===== src/rtl/arith_pkg.sv =====
// Shared arithmetic-path definitions for the hack_n2t serial adder.
//   sa_state_t       : serial adder FSM state (IDLE -> RUN -> DONE -> IDLE)
//   SA_DEFAULT_WIDTH : default operand/result width
package arith_pkg;

  typedef enum logic [1:0] {
    SA_IDLE = 2'd0,
    SA_RUN  = 2'd1,
    SA_DONE = 2'd2
  } sa_state_t;

  localparam int SA_DEFAULT_WIDTH = 16;

endpackage


===== src/rtl/full_adder.sv =====
// One-bit full adder cell; the bit slice of the serial adder.
// Ports:
//   a, b : operand bits
//   ci   : carry in
//   s    : sum bit
//   co   : carry out
module full_adder (
  input  logic a,
  input  logic b,
  input  logic ci,
  output logic s,
  output logic co
);

  assign s  = a ^ b ^ ci;
  assign co = (a & b) | (a & ci) | (b & ci);

endmodule


===== src/rtl/serial_adder.sv =====
// Bit-serial WIDTH-bit adder: one operand bit pair per cycle through a single
// full_adder cell, LSB first, with a registered carry between bits.
//
// Handshakes (both sides): a transfer happens on a rising edge where the
// producer's valid and the consumer's ready are both 1. in_ready is 1 only in
// IDLE; out_valid is 1 only in DONE, and sum/cout/overflow are held stable
// there until out_ready is seen.
//
// Ports:
//   clk, reset          : clock, synchronous active-high reset
//   in_valid / in_ready : operand handshake (a, b, cin sampled at acceptance)
//   out_valid/ out_ready: result handshake
//   sum, cout, overflow : a + b + cin mod 2^WIDTH, carry out of MSB,
//                         two's-complement overflow
//
// Optional feature (macro SERIAL_ADDER_SUB_EN): adds input sub; when 1 at
// acceptance the block computes a - b (B inverted, carry forced to 1).
module serial_adder
  import arith_pkg::*;
#(
  parameter int WIDTH = SA_DEFAULT_WIDTH
) (
  input  logic             clk,
  input  logic             reset,
  input  logic             in_valid,
  output logic             in_ready,
  input  logic [WIDTH-1:0] a,
  input  logic [WIDTH-1:0] b,
  input  logic             cin,
`ifdef SERIAL_ADDER_SUB_EN
  input  logic             sub,
`endif
  output logic             out_valid,
  input  logic             out_ready,
  output logic [WIDTH-1:0] sum,
  output logic             cout,
  output logic             overflow
);

  localparam int CW = $clog2(WIDTH);
  localparam logic [CW-1:0] LAST_BIT = CW'(WIDTH - 1);

  sa_state_t        state_q, state_d;
  logic [WIDTH-1:0] a_sh_q, a_sh_d;
  logic [WIDTH-1:0] b_sh_q, b_sh_d;
  logic [WIDTH-1:0] sum_q, sum_d;
  logic [CW-1:0]    cnt_q, cnt_d;
  logic             carry_q, carry_d;
  logic             cout_q, cout_d;
  logic             ovf_q, ovf_d;

  logic op_sub;
  logic fa_s, fa_co;

`ifdef SERIAL_ADDER_SUB_EN
  assign op_sub = sub;
`else
  assign op_sub = 1'b0;
`endif

  full_adder u_fa (
    .a  (a_sh_q[0]),
    .b  (b_sh_q[0]),
    .ci (carry_q),
    .s  (fa_s),
    .co (fa_co)
  );

  always_comb begin
    state_d = state_q;
    a_sh_d  = a_sh_q;
    b_sh_d  = b_sh_q;
    sum_d   = sum_q;
    cnt_d   = cnt_q;
    carry_d = carry_q;
    cout_d  = cout_q;
    ovf_d   = ovf_q;
    case (state_q)
      SA_IDLE: begin
        if (in_valid) begin
          a_sh_d  = a;
          // Subtraction is a + ~b + 1; cin is ignored in that mode.
          b_sh_d  = op_sub ? ~b : b;
          carry_d = op_sub ? 1'b1 : cin;
          cnt_d   = '0;
          sum_d   = '0;
          cout_d  = 1'b0;
          ovf_d   = 1'b0;
          state_d = SA_RUN;
        end
      end
      SA_RUN: begin
        // Sum bits enter at the MSB and walk down, so after WIDTH shifts
        // the first (LSB) result bit sits at sum[0].
        sum_d   = {fa_s, sum_q[WIDTH-1:1]};
        a_sh_d  = a_sh_q >> 1;
        b_sh_d  = b_sh_q >> 1;
        carry_d = fa_co;
        if (cnt_q == LAST_BIT) begin
          // carry_q here is the carry into the MSB.
          cout_d  = fa_co;
          ovf_d   = carry_q ^ fa_co;
          state_d = SA_DONE;
        end else begin
          cnt_d = cnt_q + CW'(1);
        end
      end
      SA_DONE: begin
        if (out_ready) state_d = SA_IDLE;
      end
      default: state_d = SA_IDLE;
    endcase
  end

  always_ff @(posedge clk) begin
    if (reset) begin
      state_q <= SA_IDLE;
      a_sh_q  <= '0;
      b_sh_q  <= '0;
      sum_q   <= '0;
      cnt_q   <= '0;
      carry_q <= 1'b0;
      cout_q  <= 1'b0;
      ovf_q   <= 1'b0;
    end else begin
      state_q <= state_d;
      a_sh_q  <= a_sh_d;
      b_sh_q  <= b_sh_d;
      sum_q   <= sum_d;
      cnt_q   <= cnt_d;
      carry_q <= carry_d;
      cout_q  <= cout_d;
      ovf_q   <= ovf_d;
    end
  end

  assign in_ready  = (state_q == SA_IDLE);
  assign out_valid = (state_q == SA_DONE);
  assign sum       = sum_q;
  assign cout      = cout_q;
  assign overflow  = ovf_q;

endmodule


===== config.mk =====
export PLATFORM = sky130hd
export DESIGN_NAME = serial_adder
export DESIGN_NICKNAME = d
export VERILOG_FILES = /design/src/rtl/arith_pkg.sv /design/src/rtl/full_adder.sv /design/src/rtl/serial_adder.sv
export SDC_FILE = /design/constraint.sdc
export NUM_CORES = 1
export LEC_CHECK = 0
export BUFFER_PORTS_ARGS = -buffer_cell sky130_fd_sc_hd__buf_2
export CAP_MARGIN = 20
export CORE_MARGIN = 8
export CORE_UTILIZATION = 48
export DETAILED_ROUTE_END_ITERATION = 16
export PLACE_DENSITY = 0.74
export REMOVE_ABC_BUFFERS = 1
export SYNTH_ARGS = -nofsm -noshare
export SYNTH_HDL_FRONTEND = slang
export SYNTH_SLANG_ARGS = --single-unit

===== constraint.sdc =====
create_clock -name clk -period 2.8 [get_ports clk]
set_input_delay 0.28 -clock clk [delete_from_list [all_inputs] [get_ports clk]]
set_output_delay 0.28 -clock clk [all_outputs]
set_load 0.02 [all_outputs]

## Word-level counts from Yosys, hierarchy flattened

Index checks and enable logic that the tools add are counted.

- Register bits after elaboration: 57
- Input bits: 37
- Word-level logic and storage cells: 50

- Add/sub/neg operators: 1
- Eq/ne operators: 7
- Muxes and demuxes: 20
- Bitwise gates (word level): 8
- Reductions and logical operators: 6

Operators with widths:

| operator | number |
|---|---|
| one-hot mux 16 bit (2 select lines) | 3 |
| 2-to-1 mux 16 bit | 3 |
| AND reduction 3 bit | 3 |
| 2-to-1 mux 4 bit | 2 |
| one-hot mux 4 bit (2 select lines) | 1 |
| 2-to-1 mux 2 bit | 3 |
| != test 2 bit, second input constant | 3 |
| one-hot mux 1 bit (2 select lines) | 3 |
| one-hot mux 2 bit (3 select lines) | 1 |
| adder 4 x 1 -> 4 bit, second input constant | 1 |
| == test 4 bit, second input constant | 1 |
| 2-to-1 mux 1 bit | 4 |
| AND 1 bit | 3 |
| XOR 1 bit | 3 |
| == test 2 x 1 -> 1 bit, second input constant | 1 |
| == test 2 bit, second input constant | 1 |
| logical NOT 2 bit | 1 |
| != test 2 x 1 -> 1 bit, second input constant | 1 |
| bitwise OR 1 bit | 2 |
| AND reduction 2 bit | 1 |
| nonzero test 2 bit | 1 |

## Logic depth before layout (Yosys ltp)

- Word-level depth: 6
- Mapped depth: 6
- Depth with buffers taken out: 4

## Cells and area by module

From an unflattened synthesis, not the netlist that was laid out.

- Cell total of the unflattened synthesis: 279
- Area total of the unflattened synthesis: 2369.8 µm²

By module, submodules not included:

| module | times used | cells each | area each (µm²) | sequential area each (µm²) |
|---|---|---|---|---|
| serial_adder | 1 | 278 | 2349.8 | 1141.1 |
| full_adder | 1 | 1 | 20.0 | 0.0 |

## Worst setup path before layout

Ideal clock, no wire load.

- Path type: reg2reg
- From: register cnt_q[0]
- To: register cnt_q[0]
- Setup time: 72 ps
- Arrival: 1333 ps
- Slack: 1394 ps
- Stages on the path, launching flop included: 6
- Cell sequence: dfxtp_1 -> ha_1 -> and4_4 -> buf_6 -> or4_1 -> a21oi_1

- Cells in the longest elaborated chain, start to end: 3

Ends and longest elaborated chain:

| element | RTL line | RTL |
|---|---|---|
| start: declaration | serial_adder.sv:47 | `logic [CW-1:0] cnt_q, cnt_d;` |
| start signal: assignment | serial_adder.sv:130 | `cnt_q <= cnt_d;` |
| adder 4 x 1 -> 4 bit / == test 4 bit (equally long branches) | serial_adder.sv:105, serial_adder.sv:99 |  |
| 2-to-1 mux 4 bit / != test 2 bit (equally long branches) | - |  |
| one-hot mux 4 bit (2 select lines) / AND reduction 3 bit (equally long branches) | - |  |

Several ways; a longest one is shown, not always the timed one. The select of a mux whose other input is x is not followed.
A chain may end at the register's enable or synchronous reset.

## Worst setup path after layout

- From: register state_q[0]
- To: register sum_q[9], in the netlist sum[9]

- Cells in the longest elaborated chain, start to end: 3

Ends and longest elaborated chain:

| element | RTL line | RTL |
|---|---|---|
| start: declaration | serial_adder.sv:43 | `sa_state_t state_q, state_d;` |
| start signal: assignment | serial_adder.sv:126 | `state_q <= state_d;` |
| == test 2 x 1 -> 1 bit / logical NOT 2 bit (equally long branches) | serial_adder.sv:78 | `case (state_q)` |
| nonzero test 2 bit (no line) / != test 2 bit (equally long branches) | - |  |
| AND reduction 2 bit (no line) | - |  |
| end signal: assignment | serial_adder.sv:129 | `sum_q <= sum_d;` |
| end: declaration | serial_adder.sv:46 | `logic [WIDTH-1:0] sum_q, sum_d;` |

Several ways; a longest one is shown, not always the timed one.

==> impl_metrics.py <==
metrics = {
    "cells_and_area": {
        "fin_nets": 367,
        "area_delta_synth_final_pct": 17.7,
        "layoutNonFillerInstCount": 402,
        "n_fill_cell": 504,
        "drive_above_1_share": 0.274,
        "final_cell_mix": "dfxtp_1 (57), buf_2 (56), nor2_1 (51)",
        "diodes": 0,
        "final_common_cell": "dfxtp_1",
    },
    "sta": {
        "final.setup.tns_ns": 0,
        "worst_pin_slew_ns": 0.713,
        "slew_violations": 0,
        "timing_hold_violations_final": 0,
        "finalCritPeriodShare": 0.659,
        "min_period_ns": 1.84,
        "worst_slack_ns": 0.955,
        "fin_skew_ns": 0.00827,
        "finalSetupViolCount": 0,
        "maxSlewHeadroom": 0.523,
        "rsz0062_at_grt": "false",
        "fmax_mhz": 542,
    },
    "detailed_routing": {
        "route.top_layer_used": "met4",
        "wire_per_inst_um": 13.3,
        "via_per_inst": 5.32,
        "drc": 0,
        "met3_length_um": 335,
        "dr.pass1.iters": 5,
        "ant_nets": 0,
        "wl_met1_um": 2550,
        "vias": 2137,
        "wirelength_um": 5330,
        "met2WireLength_um": 2360,
        "drt_iter0_drc": 117,
    },
    "logic_synthesis": {
        "syn_avg_cell_area_um2": 8.72,
        "synth_area_um2": 2450,
        "ys_seq_elements": 57,
        "syn_inst": 281,
        "ys_warn_count": 0,
        "synth_seq_area_share": 0.466,
        "synth_cell_types": 34,
    },
    "cts": {
        "cts_resized": 0,
        "hold_buffers": 0,
        "cts_tree": "done",
        "htree_levels": 3,
        "clk_latency_ns": 0.32,
        "cts_buffer_depth": 2,
        "post_cts_buffers": 0,
        "clk_pin_slew_ns": 0.06,
        "cts-root-buf": "clkbuf_8",
        "cts_buffers": 9,
        "cts_sinks": 57,
    },
    "global_route": {
        "grt_pass1_vias": 2059,
        "antenna_found_initial": 0,
        "grt-ovfl-total": 0,
        "grtUsageTotal": 0.145,
        "grt_max_degree": 53,
        "grt_pass1_wl_um": 8840,
    },
    "setup_path": {
        "crit_path_max_fanout": 33,
        "worst-setup-path-type": "reg -> reg",
        "worstSetupEndpointType": "flip-flop",
        "worstPathRequired_ns": 3.05,
        "startpoint_type": "flip-flop",
        "r2r_setup_slack_ns": 0.96,
        "crit_arrival_ns": 2.10,
    },
    "place": {
        "gp_congestion": 0.812,
        "port_buffers": 56,
        "pre_cts_slack_ns": 0.907,
        "placedCellCount": 386,
        "dp_hpwl_um": 3480,
    },
    "pwr": {
        "peakVddDrop_v": 0.000328,
        "p_leak_nw": 1.22,
        "powerDensity_nw_per_um2": 601,
        "finalPower_w": 0.00173,
    },
    "die": {
        "coreArea_um2": 5010,
        "die-width_um": 87.5,
        "die_height_um": 87.5,
        "ios": 57,
        "die-area_um2": 7650,
        "rows": 26,
        "start_util": 0.489,
    },
    "status": {
        "status": "completed",
    },
    "min_path": {
        "hp-class": "in -> reg",
    },
    "flow_run": {
        "cap_violations": 0,
    },
}
==> Yosys cell counts (all sizes together) <==
library cell	count	share of area
dfxtp	57	0.47
nor2	51	0.078
a21oi	33	0.067
nand2	32	0.049
a211oi	31	0.12
buf	22	0.056
a22oi	17	0.052
nand3	5	0.010
a31oi	3	0.0077
clkbuf	3	0.0046
inv	3	0.0046
nand4	3	0.0077
o21ai	3	0.0061
a32oi	2	0.0071
nand2b	2	0.0051
nor2b	2	0.0082
a2111oi	1	0.0036
and4	1	0.0046
fa	1	0.0082
ha	1	0.0051
nor3	1	0.0020
o2111a	1	0.0046
o21ba	1	0.0041
o21bai	1	0.0077
o22ai	1	0.0026
or3	1	0.0026
or4	1	0.0031
xor2	1	0.0036
==> cell families (layout without fill, tap and decap cells) <==
| logic type | count (synthesis) | after routing | share of synthesized area |
|---|---|---|---|
| AOI/OAI and AO/OA | 94 | 94 | 0.282 |
| xor gates and xnor gates | 1 | 1 | 0.00357 |
| adders and majority gates | 2 | 2 | 0.0133 |
| buffers and inverters | 28 | 79 | 0.0648 |
| DFF | 57 | 57 | 0.466 |
| and+or+nand+nor | 99 | 99 | 0.170 |
==> metal layers <==
| metal | up-vias | GRT usage |
|---|---|---|
| li1 | 1091 | - |
| met1 | 977 | 0.176 |
| met2 | 61 | 0.225 |
| met3 | 8 | 0.0425 |
| met4 | 0 | 0.0797 |
| met5 | - | 0 |
==> power by group <==
group          switching [W]  leakage (nW)  total (W)  internal [W]
combinational       0.000125         0.670   0.000212     0.0000867
clock               0.000301        0.0822   0.000638      0.000337
sequential         0.0000273         0.468   0.000884      0.000857
==> registers in the layout, indices dropped and copies added (netlist names) <==
register / count
cout: 1
state_q: 2
a_sh_q: 16
sum: 16
carry_q: 1
cnt_q: 4
b_sh_q: 16
overflow: 1
==> worst paths after layout <==
path / start / endpoint / cells past startpoint
hold / removal: b[6] / b_sh_q[6] / 3
setup reg to reg: state_q[0] / sum[9] / 4
hold reg to reg: cout / cout / 2
setup / recovery: state_q[0] / sum[9] / 4
==> cell type report <==
type / instances / area, um2 / area share
multi-input cells: 196 / 1150 / 0.399
flip-flops and latches: 57 / 1140 / 0.396
repair buffers: 61 / 330 / 0.115
clock buffers: 12 / 145 / 0.0503
well taps: 70 / 87.6 / 0.0304
clock inverters: 3 / 17.5 / 0.00607
inverters: 3 / 11.3 / 0.00390
==> stage by stage <==
stage	area [um2]	hold WS (ns)	util
final	2880	0.194	0.576
after global routing	2880	0.188	0.576
after CTS	2860	0.182	0.572
after detailed placement	2700	0.483	0.539
after global placement	2700	0.471	0.539
after floorplan	2300	0.345	-
==> critical path: stages, from the launching register on <==
cell,delay [ns]
dfxtp_1,0.58
nor2b_4,0.69
buf_4,0.33
a22oi_1,0.08
nor2_1,0.09
Power figures use the tool's default switching activity.
